`src/rtl/vga_timing_gen.sv`:
```
// vga_timing_gen: VGA raster counters, sync/bright decodes and line/frame ticks from a divided pixel strobe.
// Optional frameCount output when VGA_FRAME_COUNT_EN is defined.
module vga_timing_gen #(
    parameter int unsigned CLK_DIV = 4,
    parameter int unsigned H_TOTAL = 800,
    parameter int unsigned H_SYNC  = 96,
    parameter int unsigned H_START = 144,
    parameter int unsigned H_END   = 783,
    parameter int unsigned V_TOTAL = 525,
    parameter int unsigned V_SYNC  = 2,
    parameter int unsigned V_START = 35,
    parameter int unsigned V_END   = 514
) (
    input  logic       clk,
    input  logic       reset,
    output logic       pixEn,
    output logic [9:0] hCount,
    output logic [9:0] vCount,
    output logic       hSync,
    output logic       vSync,
    output logic       bright,
    output logic       lineTick,
    output logic       frameTick
`ifdef VGA_FRAME_COUNT_EN
    ,
    output logic [15:0] frameCount
`endif
);
    logic [3:0] div_cnt;
    logic       h_last;
    logic       v_last;
    assign pixEn  = div_cnt == 4'(CLK_DIV - 1);
    assign h_last = hCount == 10'(H_TOTAL - 1);
    assign v_last = vCount == 10'(V_TOTAL - 1);
    always_ff @(posedge clk) begin
        if (!reset) begin
            div_cnt   <= '0;
            hCount    <= '0;
            vCount    <= '0;
            lineTick  <= 1'b0;
            frameTick <= 1'b0;
        end else begin
            div_cnt   <= pixEn ? '0 : div_cnt + 4'd1;
            lineTick  <= pixEn && h_last;
            frameTick <= pixEn && h_last && v_last;
            if (pixEn) begin
                hCount <= h_last ? '0 : hCount + 10'd1;
                if (h_last)
                    vCount <= v_last ? '0 : vCount + 10'd1;
            end
        end
    end
`ifdef VGA_FRAME_COUNT_EN
    // Advances on the same edge that wraps the raster to (0,0); wraps naturally at 16 bits.
    always_ff @(posedge clk) begin
        if (!reset)
            frameCount <= '0;
        else if (pixEn && h_last && v_last)
            frameCount <= frameCount + 16'd1;
    end
`endif
    assign hSync  = !(hCount < 10'(H_SYNC));
    assign vSync  = !(vCount < 10'(V_SYNC));
    assign bright = hCount >= 10'(H_START) && hCount <= 10'(H_END) &&
                    vCount >= 10'(V_START) && vCount <= 10'(V_END);
endmodule
```
`config.mk`:
```
export PLATFORM = sky130hd
export DESIGN_NAME = vga_timing_gen
export DESIGN_NICKNAME = d
export VERILOG_FILES = /design/src/rtl/vga_timing_gen.sv
export SDC_FILE = /design/constraint.sdc
export NUM_CORES = 1
export LEC_CHECK = 0
export CAP_MARGIN = 20
export CELL_PAD_IN_SITES_DETAIL_PLACEMENT = 1
export CELL_PAD_IN_SITES_GLOBAL_PLACEMENT = 1
export CORE_ASPECT_RATIO = 0.75
export CORE_MARGIN = 2
export CORE_UTILIZATION = 39
export DETAILED_ROUTE_END_ITERATION = 16
export GPL_ROUTABILITY_DRIVEN = 0
export PLACE_DENSITY_LB_ADDON = 0.1
export SKIP_CTS_REPAIR_TIMING = 1
export SLEW_MARGIN = 20
export SYNTH_ARGS = -nofsm -noshare
export SYNTH_HDL_FRONTEND = slang
export SYNTH_SLANG_ARGS = --single-unit
```
`constraint.sdc`:
```
create_clock -name clk -period 6.4 [get_ports clk]
set_input_delay 1.28 -clock clk [delete_from_list [all_inputs] [get_ports clk]]
set_output_delay 1.28 -clock clk [all_outputs]
set_load 0.05 [all_outputs]
```
==> flow_summary.toml, run 1 <==
[synthesis]
netlist_instances = 149
synth_compound_area_share_pct = 11.8
yosysSeqAreaShare_pct = 41.6
synthMuxAreaShare_pct = 1.70
synth_fp_nets = 156
synth-async-reset-ratio_pct = 0
yosysMostFrequentCell = "dfxtp_1"
synth.top_cells.by_count = "dfxtp_1, nor2_1, nand2_1, nand3_1, inv_1"
synth.distinct_cells = 34
synth_flop_cell = "dfxtp_1"
yosys.area.top_type = "dfxtp_1"
synth_edf_count = 0
synth_seq_cells = 26
synthDominantCellAreaShare_pct = 41.6
yosys.area_share.simple_pct = 29.2
avgSynthCellArea_um2 = 8.41
syn_area_um2 = 1250
yosys_warnings = 0
synth-adder-area-share_pct = 5.00
synth_xor_area_share_pct = 6.99
synthTopCellsByArea = "dfxtp_1, ha_1, xnor2_1"
synth_top_family_by_area = "simple AND/OR/NAND/NOR gates"

[drt]
post_drt_wl_per_cell_um = 16.1
vias_per_cell = 5.63
ant_nets = 0
num_vias = 1200
dr.pass1.iters = 4
drc = 0
routed_wl_um = 3430
drtIter0Drc = 38

[clock_network]
clock_sink_count = 26
cts_buffers = 3
clk_latency_ns = 0.27
cts_buffer_depth = 2
h-tree-depth = 1
cts_tree = "built"
clk_pin_slew_ns = 0.08
clk_root_buffer_cell = "clkbuf_8"

[die]
rows = 17
start_util_pct = 41.8
ioPinCount = 28
dieWidth_um = 69.4
die_h_um = 53.1
core_um2 = 3000
die_area_um2 = 3690

[run_status]
outcome = "completed"

[sta]
hold_viol = 0
finalMaxSlewViolations = 0
fmax_mhz = 263
relSlewSlack_pct = 56.3
fin_skew_ns = 0.00336
fin_crit_ns = 3.80
fin_hold_ws_ns = 0.473
worst_slack_ns = 2.60
setup_tns_ns = 0
worst_pin_slew_ns = 0.651
rsz0062_at_grt = "no"
setup_viol = 0
min_period_over_period_pct = 59.3

[final_layout]
regArea_um2 = 520
drive_above_1_share_pct = 3.43
num-nets-final = 184
antennaDiodeCount = 0
syn_to_final_growth_pct = 27.3
fillers = 362
multi_input_area_um2 = 684

[worst_setup_path]
cp-end-kind = "primary output"
cp.required_ns = 5.12
r2r_end = "vCount[2]"
reg2regPathDepth = 5
r2r_setup_slack_ns = 3.87
startpoint_type = "register"
crit_type = "register to primary output"
r2r-start = "div_cnt[0]"
worst_ep_arrival_time_ns = 2.52
crit_fanout = 8

[placement]
hpwl_um = 2530
dpl_worst_slack_ns = 2.94
io_buffers = 27

[grt]
track_usage_pct = 20.2
antenna_found_initial = 0
grt_pass1_vias = 1176
grt_overflow = 0
grt_max_degree = 14
grt_pass1_wl_um = 5690

[flow_run]
drv_cap = 0

[power]
leakage_nw = 0.557
ir_worst_vdd_v = 0.000144
powerDensity_nw_per_um2 = 170

[hold_path]
min_to = "div_cnt[0]"
worstHoldPathType = "register to register"
hp-start = "div_cnt[0]"
whs_path_depth = 1
[through the flow]
step	util (%)	instances	power [mW]	cell area [µm²]
after floorplan	-	149	0.179	1250
after global placement	51.8	210	0.183	1550
after detailed placement	51.8	210	0.184	1550
after CTS	53.1	213	0.275	1590
after global routing	53.1	213	0.282	1590
final	53.1	213	0.271	1590
[state kept, by name (all words and copies together), names as in the netlist]
name,cells
div_cnt,4
vCount,10
hCount,10
frameTick,1
lineTick,1
[final cells by class]
cell class / instances / share of cell area [%]
timing repair buffer: 27 / 17.0
tap: 38 / 2.98
sequential: 26 / 32.7
multi-input combinational: 111 / 42.9
inverter: 8 / 1.88
clock buffer: 3 / 2.59
[cell families after synthesis]
family,after synthesis
simple gates,70
flops,26
compound gates,24
buf+inv,12
xor+xnor,10
fa+ha+maj,5
mux,2
[critical path, stage by stage (launching register included)]
cell,delay [ns]
dfxtp_1,0.38
nor4_1,0.49
o211ai_1,0.16
a22oi_1,0.19
o311a_1,0.22
clkdlybuf4s50_1,0.81
[worst max-delay path by stage]
stage / start / end / slack [ns] / cells past startpoint
global placement: vCount[6] / bright / 2.98 / 5
global route: vCount[6] / bright / 2.43 / 5
CTS: vCount[6] / bright / 2.60 / 5
floorplan: vCount[6] / bright / 3.38 / 4
detailed placement: vCount[6] / bright / 2.94 / 5
finish: vCount[6] / bright / 2.60 / 5
[power by group]
part           internal, mW  switching [mW]  leakage [nW]
sequential            0.164         0.00177         0.210
combinational       0.00437          0.0101         0.326
clock                0.0422          0.0486        0.0216
[placed cells by master (no fill, tap or decap), drive strengths merged]
| master | n |
|---|---|
| a21oi | 8 |
| a22oi | 1 |
| and3 | 1 |
| and4 | 1 |
| and4b | 1 |
| clkbuf | 3 |
| clkdlybuf4s50 | 27 |
| dfxtp | 26 |
| ha | 5 |
| inv | 8 |
| mux2 | 1 |
| mux2i | 1 |
| nand2 | 14 |
| nand3 | 10 |
| nand4 | 5 |
| nor2 | 15 |
| nor3 | 5 |
| nor4 | 5 |
| o211ai | 1 |
| o21ai | 8 |
| o22ai | 2 |
| o311a | 1 |
| o311ai | 1 |
| o31a | 1 |
| o41ai | 1 |
| or2 | 1 |
| or3 | 7 |
| or3b | 1 |
| or4 | 4 |
| xnor2 | 7 |
| xor2 | 3 |
[per-layer routing]
metal,global-route usage [%],vias up,wire length [µm]
li1,-,593,-
met3,4.76,2,151
met2,35.3,20,1540
met1,25.7,585,1720
met4,4.25,0,14
met5,0,-,0
Power figures use the tool's default switching activity.
==> run 2, diff against run 1 <==
--- a/config.mk
+++ b/config.mk
@@ -10,7 +10,7 @@
 export CELL_PAD_IN_SITES_GLOBAL_PLACEMENT = 1
 export CORE_ASPECT_RATIO = 0.75
 export CORE_MARGIN = 2
-export CORE_UTILIZATION = 39
+export CORE_UTILIZATION = 36
 export DETAILED_ROUTE_END_ITERATION = 16
 export GPL_ROUTABILITY_DRIVEN = 0
 export PLACE_DENSITY_LB_ADDON = 0.1
==> constraint.sdc (replaced) <==
create_clock -name clk -period 3.75 [get_ports clk]
set_input_delay 0.75 -clock clk [delete_from_list [all_inputs] [get_ports clk]]
set_output_delay 0.75 -clock clk [all_outputs]
set_load 0.05 [all_outputs]
==> flow_summary.toml, run 2 (synthesis gave the netlist of run 1 again) <==
[run_status]
outcome = "completed"

[sta]
setup_viol = 0
hold_viol = 0
setup_tns_ns = 0
fin_crit_ns = 3.28
finalMaxSlewViolations = 0
min_period_over_period_pct = 87.5
rsz0062_at_grt = "no"
fmax_mhz = 305
fin_skew_ns = 0.00737
relSlewSlack_pct = 57.6
worst_pin_slew_ns = 0.631

[worst_setup_path]
startpoint_type = "register"
crit_type = "register to primary output"
cp.required_ns = 3.00
cp-end-kind = "primary output"
worst_ep_arrival_time_ns = 2.53
crit_fanout = 8

[grt]
use_met3_pct = 5.07
grt_overflow = 0
grt_use_met2_pct = 33.5
use_met1_pct = 26.3
grt_pass1_wl_um = 5990
track_usage_pct = 20.0
grt_max_degree = 15
grt_busiest_layer = "met2"
antenna_found_initial = 0
grt_pass1_vias = 1245

[placement]
place_area_um2 = 1560
dpl.cell_count = 212
io_buffers = 27
hpwl_um = 2620

[drt]
vias_per_cell = 5.56
dr.pass1.iters = 4
drc = 0
num_vias = 1202
ant_nets = 0
drtIter0Drc = 62
routed_wl_um = 3530
post_drt_wl_per_cell_um = 16.3

[clock_network]
clk_root_buffer_cell = "clkbuf_8"
clk_latency_ns = 0.28
h-tree-depth = 1
cts_tree = "built"
cts_buffers = 3
clock_sink_count = 26
cts_buffer_depth = 2
clk_pin_slew_ns = 0.09

[final_layout]
antennaDiodeCount = 0
final_common_cell = "clkdlybuf4s50_1"
fin_util_pct = 48.6
reg_top3 = "hCount: 10 flops, vCount: 10 flops, div_cnt: 4 flops"
layout_common_cells = "clkdlybuf4s50_1, dfxtp_1, nor2_1"
final_area_um2 = 1610
final_cell_count_no_fill = 216
drive_above_1_share_pct = 3.98
syn_to_final_growth_pct = 28.6
num-nets-final = 184

[power]
ir_worst_vdd_v = 0.000200
leakage_nw = 0.565
powerDensity_nw_per_um2 = 307

[die]
ioPinCount = 28
rows = 18
die_h_um = 55.1
start_util_pct = 37.8
dieWidth_um = 72.1
core_um2 = 3310
die_area_um2 = 3970

[flow_run]
drv_cap = 0

[hold_path]
worstHoldPathType = "register to register"
-- run 2: cell count changes in the layout (fill, tap and decap cells not counted), sizes merged --
cell,previous run,this run
clkbuf,3,4
-- run 2: per-stage QoR --
stage	setup slack (ns)	hold slack (ns)	power (mW)
finish	0.469	0.487	0.494
global route	0.354	0.514	0.511
CTS	0.466	0.491	0.501
detailed placement	0.783	0.476	0.314
global placement	0.832	0.449	0.313
floorplan	1.26	0.433	0.305
-- run 2: final timing paths --
path	slack (ns)	start	depth (start not counted)	end
worst max-delay path	0.47	vCount[6]	5	bright
worst min-delay path	0.49	div_cnt[0]	1	div_cnt[0]
worst max register to register	1.20	div_cnt[0]	5	vCount[2]
worst min register to register	0.49	div_cnt[0]	1	div_cnt[0]
-- run 2: per-layer routing --
| metal | up-vias | wire, µm |
|---|---|---|
| met5 | - | 0 |
| met4 | 0 | 23 |
| met3 | 4 | 123 |
| met2 | 19 | 1650 |
| met1 | 591 | 1740 |
| li1 | 588 | - |
-- run 2: final cells by class --
| type | count | area [µm²] |
|---|---|---|
| clock buffer | 4 | 55.1 |
| timing repair buffer | 27 | 270 |
| fill | 397 | 1700 |
| multi-input combinational | 111 | 684 |
| tap | 40 | 50.0 |
| sequential | 26 | 520 |
| inverter | 8 | 30.0 |
-- run 2: report_power, final --
part	internal, mW	leakage [nW]	total [mW]	switching, mW
clock network	0.0941	0.0288	0.186	0.0923
logic	0.00740	0.326	0.0249	0.0175
registers	0.280	0.210	0.283	0.00322
total	0.381	0.565	0.494	0.113
-- run 2: critical path, cell delays in order (launching register included) --
cell             delay [ns]
dfxtp_1                0.38
nor4_1                 0.50
o211ai_1               0.17
a22oi_1                0.19
o311a_1                0.20
clkdlybuf4s50_1        0.80
==> run 3, diff against run 2 <==
--- a/config.mk
+++ b/config.mk
@@ -10,7 +10,7 @@
 export CELL_PAD_IN_SITES_GLOBAL_PLACEMENT = 1
 export CORE_ASPECT_RATIO = 0.75
 export CORE_MARGIN = 2
-export CORE_UTILIZATION = 36
+export CORE_UTILIZATION = 32
 export DETAILED_ROUTE_END_ITERATION = 16
 export GPL_ROUTABILITY_DRIVEN = 0
 export PLACE_DENSITY_LB_ADDON = 0.1
==> constraint.sdc (replaced) <==
create_clock -name clk -period 2.7 [get_ports clk]
set_input_delay 0.54 -clock clk [delete_from_list [all_inputs] [get_ports clk]]
set_output_delay 0.54 -clock clk [all_outputs]
set_load 0.05 [all_outputs]
==> flow_summary.toml, run 3 (synthesis gave the netlist of run 1 again) <==
[run_status]
outcome = "completed"

[drt]
num_vias = 1210
post_drt_wl_per_cell_um = 15.6
vias_per_cell = 5.28
drc = 0
routed_wl_um = 3560
drtIter0Drc = 39
ant_nets = 0
dr.pass1.iters = 4

[grt]
grt_pass1_vias = 1232
grt_max_degree = 14
grt_overflow = 0
grt_pass1_wl_um = 6090
antenna_found_initial = 0
track_usage_pct = 17.1

[clock_network]
cts_buffer_depth = 2
clock_sink_count = 26
clk_root_buffer_cell = "clkbuf_8"
clk_latency_ns = 0.27
cts_buffers = 3
h-tree-depth = 1
cts_tree = "built"
clk_pin_slew_ns = 0.09

[final_layout]
final_area_um2 = 1650
layout_common_cells = "dfxtp_1, clkdlybuf4s50_1, nor2_1"
num-nets-final = 186
fin_util_pct = 44.6
antennaDiodeCount = 0
drive_above_1_share_pct = 6.21
fillers = 457
syn_to_final_growth_pct = 32.0
reg_top3 = "hCount: 10 flops, vCount: 10 flops, div_cnt: 4 flops"
final_common_cell = "dfxtp_1"

[worst_setup_path]
path_cells = "nor4_2 > nand3_1 > clkdlybuf4s50_1"
worst_ep_arrival_time_ns = 1.94
cp.required_ns = 2.16
startpoint_type = "register"
crit_slowest_cell = "clkdlybuf4s50_1"
crit_fanout = 8
cp-end-kind = "primary output"
crit_type = "register to primary output"
worstPathBufferInverterCount = 1
critical-path-max-stage-delay_ns = 0.73
path_delay_family = "buffers and inverters"

[flow_run]
drv_cap = 0

[power]
switching_share_pct = 23.1
combinationalPowerShare_pct = 6.3
power_mw = 0.654
intPower_mw = 0.503
leakage_nw = 0.578
clockPowerShare_pct = 33.7
ir_worst_vdd_v = 0.000188
pwr-share-seq_pct = 60.0
powerDensity_nw_per_um2 = 396
power.net_switching_mw = 0.151

[sta]
rsz0062_at_grt = "no"
worst_pin_slew_ns = 0.520
finalMaxSlewViolations = 0
min_period_over_period_pct = 91.8
fin_crit_ns = 2.48
fin_skew_ns = 0.00286
setup_viol = 0
fmax_mhz = 404
setup_tns_ns = 0
hold_viol = 0
relSlewSlack_pct = 65.3

[placement]
place_area_um2 = 1610
hpwl_um = 2650
io_buffers = 27

[die]
dieWidth_um = 76.2
rows = 19
die_h_um = 58.2
core_um2 = 3710
die_area_um2 = 4440
start_util_pct = 33.8
ioPinCount = 28

[hold_path]
worstHoldPathType = "register to register"
run 3: stage by stage:
step	hold WS, ns	cells	worst slack [ns]
2_1_floorplan	0.433	149	0.400
3_3_place_gp	0.450	226	0.457
3_5_place_dp	0.464	226	0.381
4_1_cts	0.477	229	0.0705
5_1_grt	0.503	229	0.114
6_report	0.472	229	0.222
run 3: worst paths after layout:
path              startpoint         end  slack (ns)  depth (start not counted)
setup reg to reg  div_cnt[0]   vCount[8]        0.43                          5
hold reg to reg   div_cnt[0]  div_cnt[0]        0.47                          1
setup / recovery   vCount[6]       vSync        0.22                          3
hold / removal    div_cnt[0]  div_cnt[0]        0.47                          1
run 3: cell type report:
type	count	area, µm²	area share [%]
clock buffers	3	41.3	2.50
repair buffers	29	305	18.5
inverters	8	30.0	1.82
multi-input cells	111	691	41.8
flip-flops and latches	26	520	31.5
well taps	52	65.1	3.94
run 3: layer usage:
layer  vias up  global-route usage (%)  share of wire, %
met4         0                    3.90              0.76
met3         4                    3.58               2.8
li1        591                       -                 -
met2        15                    27.9                45
met5         -                       0                 0
met1       600                    23.5                51
run 3: power by group through the flow:
stage                     Clock, mW  Sequential, mW  Combinational [mW]
after floorplan                   0           0.405              0.0188
after global placement            0           0.401              0.0397
after detailed placement          0           0.402              0.0418
after CTS                     0.232           0.393              0.0419
after global routing          0.242           0.393              0.0452
final                         0.221           0.393              0.0409
run 3: worst register-to-register path: stages, from the launching register on:
cell,delay (ns)
dfxtp_1,0.37
ha_1,0.19
or3b_1,0.41
or4_1,0.69
or3_1,0.42
a21oi_2,0.14
